**config.mk**
```make
export PLATFORM = sky130hd
export DESIGN_NAME = dvsd_mul_arb
export DESIGN_NICKNAME = d
export VERILOG_FILES = /design/src/rtl/dvsd_mul_arb.sv
export SDC_FILE = /design/constraint.sdc
export NUM_CORES = 1
export LEC_CHECK = 0
export ABC_AREA = 1
export BUFFER_PORTS_ARGS = -buffer_cell sky130_fd_sc_hd__buf_2
export CORE_ASPECT_RATIO = 1.5
export CORE_MARGIN = 4
export CORE_UTILIZATION = 48
export DETAILED_ROUTE_END_ITERATION = 8
export HOLD_SLACK_MARGIN = 0.06
export PLACE_DENSITY_LB_ADDON = 0.3
export SYNTH_ARGS = -nofsm -noshare
export SYNTH_HDL_FRONTEND = slang
export SYNTH_SLANG_ARGS = --single-unit
```
**constraint.sdc**
```tcl
create_clock -name clock -period 2.9 [get_ports clock]
set_clock_uncertainty 0.15 [all_clocks]
set_input_delay 0.29 -clock clock [delete_from_list [all_inputs] [get_ports clock]]
set_output_delay 0.29 -clock clock [all_outputs]
set_load 0.05 [all_outputs]
```
**src/rtl/dvsd_mul_arb.sv**
```systemverilog
// ============================================================================
// Module   : dvsd_mul_arb
// Brief    : Two-port arbiter/sequencer for a shared 8x8->16 combinational
//            multiplier. Optional round-robin via DVSD_MUL_ARB_RR_EN.
// Revision : 1.0
// ============================================================================
`default_nettype none

module dvsd_mul_arb #(
    parameter int SETTLE_CYC = 1
) (
    input  logic        clock,
    input  logic        reset,
    input  logic        req0_valid,
    input  logic [7:0]  req0_a,
    input  logic [7:0]  req0_b,
    output logic        req0_ready,
    input  logic        req1_valid,
    input  logic [7:0]  req1_a,
    input  logic [7:0]  req1_b,
    output logic        req1_ready,
    output logic        rsp0_valid,
    output logic [15:0] rsp0_m,
    input  logic        rsp0_ready,
    output logic        rsp1_valid,
    output logic [15:0] rsp1_m,
    input  logic        rsp1_ready,
    output logic [7:0]  mul_a,
    output logic [7:0]  mul_b,
    input  logic [15:0] mul_m,
    output logic        busy
);

    localparam logic [1:0] S_IDLE = 2'd0;
    localparam logic [1:0] S_CALC = 2'd1;
    localparam logic [1:0] S_RESP = 2'd2;

    localparam logic [3:0] C_CNT_INIT = 4'(SETTLE_CYC - 1);

    logic [1:0]  r_state;
    logic [1:0]  w_next_state;
    logic [7:0]  r_op_a;
    logic [7:0]  r_op_b;
    logic        r_g;
    logic [3:0]  r_cnt;
    logic [15:0] r_res;

    logic        w_any_req;
    logic        w_grant;
    logic        w_accept;
    logic        w_rsp_hs;

    assign w_any_req = req0_valid | req1_valid;
    assign w_accept  = (r_state == S_IDLE) && w_any_req;
    assign w_rsp_hs  = (r_state == S_RESP) && (r_g ? rsp1_ready : rsp0_ready);

`ifdef DVSD_MUL_ARB_RR_EN
    logic r_last_grant;

    // On contention the port that did not win last time goes first.
    assign w_grant = (req0_valid && req1_valid) ? ~r_last_grant : req1_valid;

    always_ff @(posedge clock or posedge reset) begin
        if (reset) begin
            r_last_grant <= 1'b1;
        end else if (w_accept) begin
            r_last_grant <= w_grant;
        end
    end
`else
    assign w_grant = ~req0_valid;
`endif

    always_ff @(posedge clock or posedge reset) begin
        if (reset) begin
            r_state <= S_IDLE;
        end else begin
            r_state <= w_next_state;
        end
    end

    always_comb begin
        w_next_state = r_state;
        case (r_state)
            S_IDLE:  if (w_any_req)      w_next_state = S_CALC;
            S_CALC:  if (r_cnt == 4'd0)  w_next_state = S_RESP;
            S_RESP:  if (w_rsp_hs)       w_next_state = S_IDLE;
            default:                     w_next_state = S_IDLE;
        endcase
    end

    always_comb begin
        req0_ready = w_accept && !w_grant;
        req1_ready = w_accept &&  w_grant;
        rsp0_valid = (r_state == S_RESP) && !r_g;
        rsp1_valid = (r_state == S_RESP) &&  r_g;
        rsp0_m     = rsp0_valid ? r_res : 16'd0;
        rsp1_m     = rsp1_valid ? r_res : 16'd0;
        mul_a      = r_op_a;
        mul_b      = r_op_b;
        busy       = (r_state != S_IDLE);
    end

    // Operands stay on the multiplier after capture so its inputs never glitch.
    always_ff @(posedge clock or posedge reset) begin
        if (reset) begin
            r_op_a <= 8'd0;
            r_op_b <= 8'd0;
            r_g    <= 1'b0;
            r_cnt  <= 4'd0;
            r_res  <= 16'd0;
        end else begin
            if (w_accept) begin
                r_op_a <= w_grant ? req1_a : req0_a;
                r_op_b <= w_grant ? req1_b : req0_b;
                r_g    <= w_grant;
                r_cnt  <= C_CNT_INIT;
            end else if (r_state == S_CALC) begin
                if (r_cnt == 4'd0) begin
                    r_res <= mul_m;
                end else begin
                    r_cnt <= r_cnt - 4'd1;
                end
            end
        end
    end

endmodule

`default_nettype wire

```
; Yosys cells after proc, flatten, opt, wreduce, memory -nomap -nowiden
; Index checks and enable logic that the tools add are counted.
[totals]
regBits = 39
latchBits = 0
mem_bits_rw = 0
romBits = 0
input_bits = 54
output_inout_bits = 53
wordCells = 42
mem_count = 0
[classes]
add_sub_neg = 1
n_mul = 0
n_div = 0
magnitude_cmp = 0
eq_ne = 6
n_shift = 0
mux = 12
bitwise_logic = 3
reduce_logical = 14
[ops]
columns = operator, count
row1 = 16-bit two-way mux, 2
row2 = 8-bit two-way mux, 2
row3 = 4-bit two-way mux, 3
row4 = "2-bit inequality test, second input constant", 4
row5 = 1-bit logical AND, 6
row6 = 2-bit two-way mux, 3
row7 = 2-bit case mux with 3 select lines, 1
row8 = 3-bit AND reduction, 2
row9 = 4-bit zero test, 1
row10 = 2-bit nonzero test, 2
row11 = "4-bit by 1-bit subtractor with 4-bit output, second input constant", 1
row12 = "2-bit by 1-bit equality test with 1-bit output, second input constant", 1
row13 = "2-bit equality test, second input constant", 1
row14 = 2-bit zero test, 1
row15 = 1-bit NOT, 2
row16 = 2-bit AND reduction, 1
row17 = 1-bit zero test, 1
row18 = 1-bit two-way mux, 1
row19 = 1-bit bitwise OR, 1

; Depth between registers and ports, before layout
; Gate-level depths: netlist (run 1).
[logic_depth]
ltp_word = 4
mapped_depth = 8
depth_no_buf = 8

; Least setup slack after synthesis (run 1)
; Ideal clock, no wire load.
[synth_timing]
path_kind = reg-to-output
startpoint = register r_g
endpoint = output rsp0_m[10]
arrival_time_ns = 2.132
required_time_ns = 2.460
slack_ns = 0.328
stages_incl_launch_ff = 5
path_buffers = 1
cell_sequence = dfrtp_1 > nor3_2 > inv_2 > buf_6 > nor2_1
[synth_between]
elab_chain_cells = 3
[synth_lines]
columns = element, line_no
row1 = from (decl), 44  ; logic r_g;
row2 = from (signal assigned), 116  ; r_g <= w_grant;
row3 = 1-bit zero test, 95  ; rsp0_valid = (r_state == S_RESP) && !r_g;
row4 = 1-bit logical AND, 95
row5 = named net rsp0_valid, 22  ; output logic rsp0_valid,
row6 = 16-bit two-way mux, 97  ; rsp0_m = rsp0_valid ? r_res : 16'd0;
row7 = to (decl), 23  ; output logic [15:0] rsp0_m,
; The timed path passes the listed nets, and every way through them passes these cells.

; Final worst setup path (run 1)
[layout_timing]
startpoint = register r_state[1]
endpoint = output req1_ready
[layout_between]
elab_chain_cells = 3
[layout_lines]
columns = element, line_no
row1 = from (decl), 40  ; logic [1:0] r_state;
row2 = from (signal assigned), 78  ; r_state <= w_next_state;
row3 = 2-bit zero test, 54  ; assign w_accept = (r_state == S_IDLE) && w_any_req;
row4 = 1-bit logical AND, 54
row5 = 1-bit logical AND, 94  ; req1_ready = w_accept && w_grant;
row6 = to (decl), 21  ; output logic req1_ready,
; No other way between the ends.

==> impl_metrics.py, run 1 <==
metrics = {
    "detailed_routing": {
        "routed_wirelength_mm": 5.494,
        "via_per_inst": 4.786,
        "num_vias": 2015,
        "drt_iter0_drc": 74,
        "drt_pass1_iterations": 4,
        "wl_per_cell_um": 13.05,
        "drc": 0,
        "ant_nets": 0,
    },
    "yosys": {
        "syn-cell-area_um2": 1944,
        "yosysUniqueCellTypes": 23,
        "ys_ff_latch": 39,
        "yosysSeqAreaShare": 0.5019,
        "avgSynthCellArea_um2": 8.002,
        "synth_nets": 298,
        "yosysWarnings": 0,
        "netlist_instances": 243,
    },
    "setup_path": {
        "r2r_setup_slack_ps": 930,
        "cp_cell_sequence": "inv_2 > nand2_4 > nor2_2 > nand2_2 > inv_2 > buf_2",
        "worst-path-max-fanout": 17,
        "reg2reg_from": "r_state[1]",
        "r2r_end": "mul_b[4]",
        "crit_required_ps": 2460,
        "worstSetupPathType": "reg -> out",
        "crit_buf_inv": 3,
        "critPathCaptureType": "output pin",
        "crit_family": "buffers and inverters",
        "startpoint_type": "flop",
        "slowest_stage": "dfrtp_1",
        "crit_top_cell": "inv_2",
        "r2r_cells": 8,
        "cp.arrival_ps": 1610,
        "critical-path-max-stage-delay_ps": 420,
    },
    "hold_path": {
        "hold_end": "mul_a[4]",
        "hp-class": "in -> reg",
        "worstHoldStart": "req0_a[4]",
        "whs_path_depth": 3,
    },
    "sta": {
        "drv_slew": 0,
        "fin_crit_sh": 0.7076,
        "rsz0062_at_grt": "no",
        "setup_violations": 0,
        "maxClockFrequency_mhz": 487.3,
        "final.setup.tns_ps": 0,
        "fin_crit_ps": 2052,
        "maxSlewHeadroom": 0.6766,
        "worst_pin_slew_ps": 485.1,
        "finalHoldViolations": 0,
    },
    "clock_network": {
        "cts_root_buf": "clkbuf_8",
        "clock-sinks": 39,
        "cts_buffer_depth": 2,
        "cts_resized": 0,
        "htree_levels": 2,
        "cts_inserted_buffers": 5,
        "post_cts_buffers": 0,
        "clkTransAtPathRegs_ps": 80,
        "cts_tree": "built",
        "clkLatencyLatePin_ps": 290,
    },
    "grt": {
        "grt.total_usage": 0.2225,
        "grt_overflow": 0,
        "grt_use_met2": 0.3740,
        "antenna_found_initial": 0,
        "grt_busiest_layer": "met2",
        "grt_pass1_vias": 1979,
        "grtUsageMet3": 0.05873,
        "grt_pass1_wl_mm": 8.859,
        "grt_max_degree": 40,
        "met1_usage": 0.2648,
    },
    "die": {
        "start_util": 0.4955,
        "die_h_um": 85.95,
        "io_pins": 107,
        "core_um2": 3924,
        "die-area_um2": 5154,
        "placementRows": 28,
        "die_w_um": 59.97,
    },
    "final_layout": {
        "area_delta_synth_final_pct": 45.62,
        "final_cells": 421,
        "fillers": 325,
        "final_layout_size_suffix_gt1_frac": 0.3830,
        "finalNetCount": 431,
        "diodes": 0,
        "design_area_um2": 2831,
    },
    "placed_design": {
        "place_area_um2": 2474,
        "dpl.cell_count": 387,
        "gp_congestion": 0.7508,
        "io_buffers": 106,
        "dpl.hpwl_mm": 3.372,
    },
    "pwr": {
        "pwr-share-clk": 0.111,
        "max-vdd-ir-drop_uv": 812.6,
        "p_seq_frac": 0.283,
        "combPwrFrac": 0.605,
        "p_switching_mw": 1.732,
        "leakage_nw": 1.656,
        "p_sw_frac": 0.5254,
        "p_per_area_nw_per_um2": 1165,
        "intPower_mw": 1.565,
    },
    "status": {
        "status": "finished, final reports clean",
    },
    "flow_run": {
        "cap_violations": 0,
    },
}
==> flip-flops by register name, summed over array words and instances, names as in the netlist <==
| register | cells |
|---|---|
| mul_a | 8 |
| mul_b | 8 |
| r_cnt | 4 |
| r_g | 1 |
| r_res | 16 |
| r_state | 2 |
==> how the worst max path moves through the flow <==
stage / cells after the start / endpoint / start
after floorplan: 4 / rsp0_m[10] / r_g
after detailed placement: 4 / rsp1_m[4] / r_state[0]
after CTS: 4 / rsp1_m[4] / r_state[0]
after global routing: 4 / rsp1_m[12] / r_state[0]
final: 6 / req1_ready / r_state[1]
after global placement: 6 / req1_ready / r_state[1]
==> cell usage after synthesis <==
library cell  number  area share
nand2_1           62        0.12
nor2_1            54        0.10
dfrtp_1           39        0.50
inv_1             21       0.041
nand3_1           18       0.046
a21oi_2           13       0.059
inv_2              7       0.014
a21oi_1            4       0.010
buf_2              4       0.010
buf_6              4       0.023
o21ai_1            3      0.0077
nand4_1            2      0.0064
nor2_2             2      0.0064
buf_4              1      0.0039
ha_1               1      0.0064
nand2_2            1      0.0032
nand2_4            1      0.0058
nand3_2            1      0.0051
nand3_4            1      0.0090
nor2_4             1      0.0058
nor3_2             1      0.0051
or2_0              1      0.0032
or2_2              1      0.0032
==> routing by layer <==
layer | wire (um) | vias up
li1 | - | 1006
met1 | 2174 | 889
met2 | 2645 | 104
met3 | 519 | 16
met4 | 154 | 0
met5 | 0 | -
==> layout make-up <==
cell class | count | area, um^2 | area share
sequential | 39 | 975.9 | 0.3447
timing repair buffer | 135 | 815.8 | 0.2881
multi-input combinational | 167 | 790.8 | 0.2793
inverter | 28 | 105.1 | 0.03712
clock buffer | 6 | 82.58 | 0.02916
tap | 45 | 56.30 | 0.01989
clock inverter | 1 | 5.005 | 0.001768
==> cells by family (layout without fill, tap and decap cells) <==
kind of cell    count (synthesis)  after routing  share of synthesized area
flops                          39             39                     0.5019
fa+ha+maj                       1              1                   0.006434
buf+inv                        37            170                    0.09138
simple gates                  146            146                     0.3237
compound gates                 20             20                    0.07658
==> worst register-to-register path: cells and delay by family (launching register included) <==
family	cells	cell delay (ps)
buffers and inverters	3	900
DFF	1	420
and+or+nand+nor	5	440
==> power by group through the flow <==
stage | clock network [mW] | logic, mW | registers (mW)
detailed placement | 0 | 1.84 | 0.930
CTS | 0.381 | 1.98 | 0.927
global placement | 0 | 1.80 | 0.930
floorplan | 0 | 1.12 | 1.31
global route | 0.402 | 2.15 | 0.960
finish | 0.367 | 2.00 | 0.934
==> stage by stage <==
| stage | utilization | total power, mW | setup WS (ps) | hold WS [ps] |
|---|---|---|---|---|
| after floorplan | - | 2.430 | 327.7 | 259.9 |
| after global placement | 0.6304 | 2.728 | 1203 | 275.3 |
| after detailed placement | 0.6304 | 2.773 | 1171 | 295.7 |
| after CTS | 0.7216 | 3.288 | 841.2 | 61.21 |
| after global routing | 0.7216 | 3.508 | 743.5 | 75.40 |
| final | 0.7216 | 3.298 | 847.9 | 79.22 |
==> cells in the final DEF (no fill, tap or decap), drive strengths merged <==
master | synthesis | final
inv | 28 | 28
clkbuf | 0 | 6
ha | 1 | 1
buf | 9 | 108
nand2 | 64 | 64
clkinv | 0 | 1
dlygate4sd3 | 0 | 27
nand3 | 20 | 20
nor3 | 1 | 1
dfrtp | 39 | 39
o21ai | 3 | 3
nor2 | 57 | 57
nand4 | 2 | 2
or2 | 2 | 2
a21oi | 17 | 17
==> repair_timing <==
action | CTS | global route
hold buffers | 27 | 0
hold endpoints to repair | 55 | 0
endpoints found under the setup margin | 0 | 0
No activity file was read; power rests on OpenSTA's default activity.
==> run 2, diff against run 1 <==
CORE_UTILIZATION = 44   (was 48)
clock period = 1.9 ns   (was 2.9 ns; I/O delays follow)
==> impl_metrics.py, run 2 (same netlist as run 1, synthesis figures left out) <==
metrics = {
    "sta": {
        "final.setup.tns_ps": 0,
        "fin_crit_ps": 1893,
        "maxClockFrequency_mhz": 528.4,
        "worst_pin_slew_ps": 482.3,
        "maxSlewHeadroom": 0.6784,
        "rsz0062_at_grt": "yes",
        "fin_crit_sh": 0.9961,
        "setup_violations": 0,
        "finalHoldViolations": 0,
        "drv_slew": 0,
        "hold_ws_ps": 98.10,
    },
    "placed_design": {
        "gp_congestion": 0.7204,
        "io_buffers": 106,
        "dpl.hpwl_mm": 3.540,
        "dpl.cell_count": 391,
    },
    "setup_path": {
        "worst-path-max-fanout": 17,
        "crit_required_ps": 1560,
        "cp_cell_sequence": "nor3_4 > inv_6 > nor2_1 > buf_6",
        "crit_family": "simple AND/OR/NAND/NOR gates",
        "cp.arrival_ps": 1550,
        "startpoint_type": "flop",
        "critical-path-max-stage-delay_ps": 450,
        "critPathCaptureType": "output pin",
        "worstSetupPathType": "reg -> out",
        "slowest_stage": "dfrtp_1",
        "crit_buf_inv": 2,
    },
    "pwr": {
        "combPwrFrac": 0.595,
        "power_mw": 5.334,
        "p_sw_frac": 0.5231,
        "intPower_mw": 2.544,
        "p_switching_mw": 2.790,
        "p_seq_frac": 0.271,
        "leakage_nw": 1.782,
        "pwr-share-clk": 0.134,
        "max-vdd-ir-drop_uv": 1325,
        "p_per_area_nw_per_um2": 1613,
    },
    "grt": {
        "grt_pass1_vias": 2100,
        "grt_pass1_wl_mm": 9.735,
        "antenna_found_initial": 0,
        "grt_overflow": 0,
        "grt.total_usage": 0.2179,
        "grt_max_degree": 40,
    },
    "clock_network": {
        "htree_levels": 2,
        "clkLatencyLatePin_ps": 290,
        "cts_root_buf": "clkbuf_8",
        "clkTransAtPathRegs_ps": 80,
        "cts_tree": "built",
        "cts_buffer_depth": 2,
        "clock-sinks": 39,
        "cts_inserted_buffers": 5,
    },
    "final_layout": {
        "final_common_cell": "buf_2",
        "largest_register_ffs": 16,
        "diodes": 0,
        "regMostFlops": "r_res",
        "finalNetCount": 459,
        "final_layout_size_suffix_gt1_frac": 0.3975,
        "final_cells": 451,
        "fillers": 265,
        "mostFrequentLayoutCells": "buf_2, nand2_1, dlygate4sd3_1",
        "area_delta_synth_final_pct": 70.01,
    },
    "die": {
        "start_util": 0.4580,
        "core_um2": 4245,
        "die_w_um": 62.28,
        "placementRows": 29,
        "die_h_um": 89.42,
        "die-area_um2": 5568,
        "io_pins": 107,
    },
    "detailed_routing": {
        "num_vias": 2149,
        "wl_per_cell_um": 13.85,
        "routed_wirelength_mm": 6.245,
        "ant_nets": 0,
        "drt_iter0_drc": 72,
        "drc": 0,
        "drt_pass1_iterations": 4,
        "via_per_inst": 4.765,
    },
    "hold_path": {
        "hp-class": "in -> reg",
    },
    "status": {
        "status": "finished, final reports clean",
    },
    "flow_run": {
        "cap_violations": 0,
    },
}
[run 2: per-layer routing]
metal	vias to the layer above	GRT usage	wire [um]
met5	-	0	0
met4	0	0.08301	104
met3	10	0.08302	526
met2	90	0.3745	3280
met1	984	0.2464	2334
li1	1065	-	-
[run 2: cell type report]
| class | instances | area [um^2] | area share |
|---|---|---|---|
| well taps | 46 | 57.56 | 0.01741 |
| clock inverters | 2 | 35.03 | 0.01060 |
| clock buffers | 6 | 82.58 | 0.02498 |
| multi-input cells | 167 | 872.1 | 0.2638 |
| flip-flops and latches | 39 | 977.2 | 0.2956 |
| repair buffers | 163 | 1171 | 0.3543 |
| inverters | 28 | 110.1 | 0.03331 |
[run 2: per-stage QoR]
step                      cell area, um^2  setup WS, ps    util
after floorplan                      2016        -202.8       -
after global placement               2581         277.0  0.6080
after detailed placement             2581         248.1  0.6080
after CTS                            3227         1.990  0.7601
after global routing                 3306        -51.58  0.7787
final                                3306         7.413  0.7787
[run 2: tightest hold or removal path: cells and delay by family]
kind / cells / cell delay (ps)
buffers and inverters: 1 / 90
AND/OR/NAND/NOR: 3 / 220
[run 2: final timing paths]
check	start	endpoint	slack (ps)	cells after the start
min in group asynchronous	reset	mul_b[5]	400	4
min	rsp1_ready	r_state[1]	100	4
max	r_g	rsp0_m[15]	7	4
max reg2reg	r_cnt[0]	r_res[6]	290	6
max in group asynchronous	reset	r_state[1]	830	4
min reg2reg	mul_b[6]	mul_b[6]	360	2
[run 2: power groups by stage]
stage	clock, mW	sequential, mW	combinational, mW
2_1_floorplan	0	2.01	1.80
5_1_grt	0.765	1.49	3.42
4_1_cts	0.732	1.43	3.08
6_report	0.712	1.45	3.17
3_3_place_gp	0	1.42	2.92
3_5_place_dp	0	1.43	2.99
[run 2: repair_timing]
item                                   CTS  global route
resized for setup                        5            33
buffers inserted                         0             1
setup endpoints to repair               32            26
endpoints found under the hold margin   73             0
hold buffers                            51             0
pin swaps                                0             0
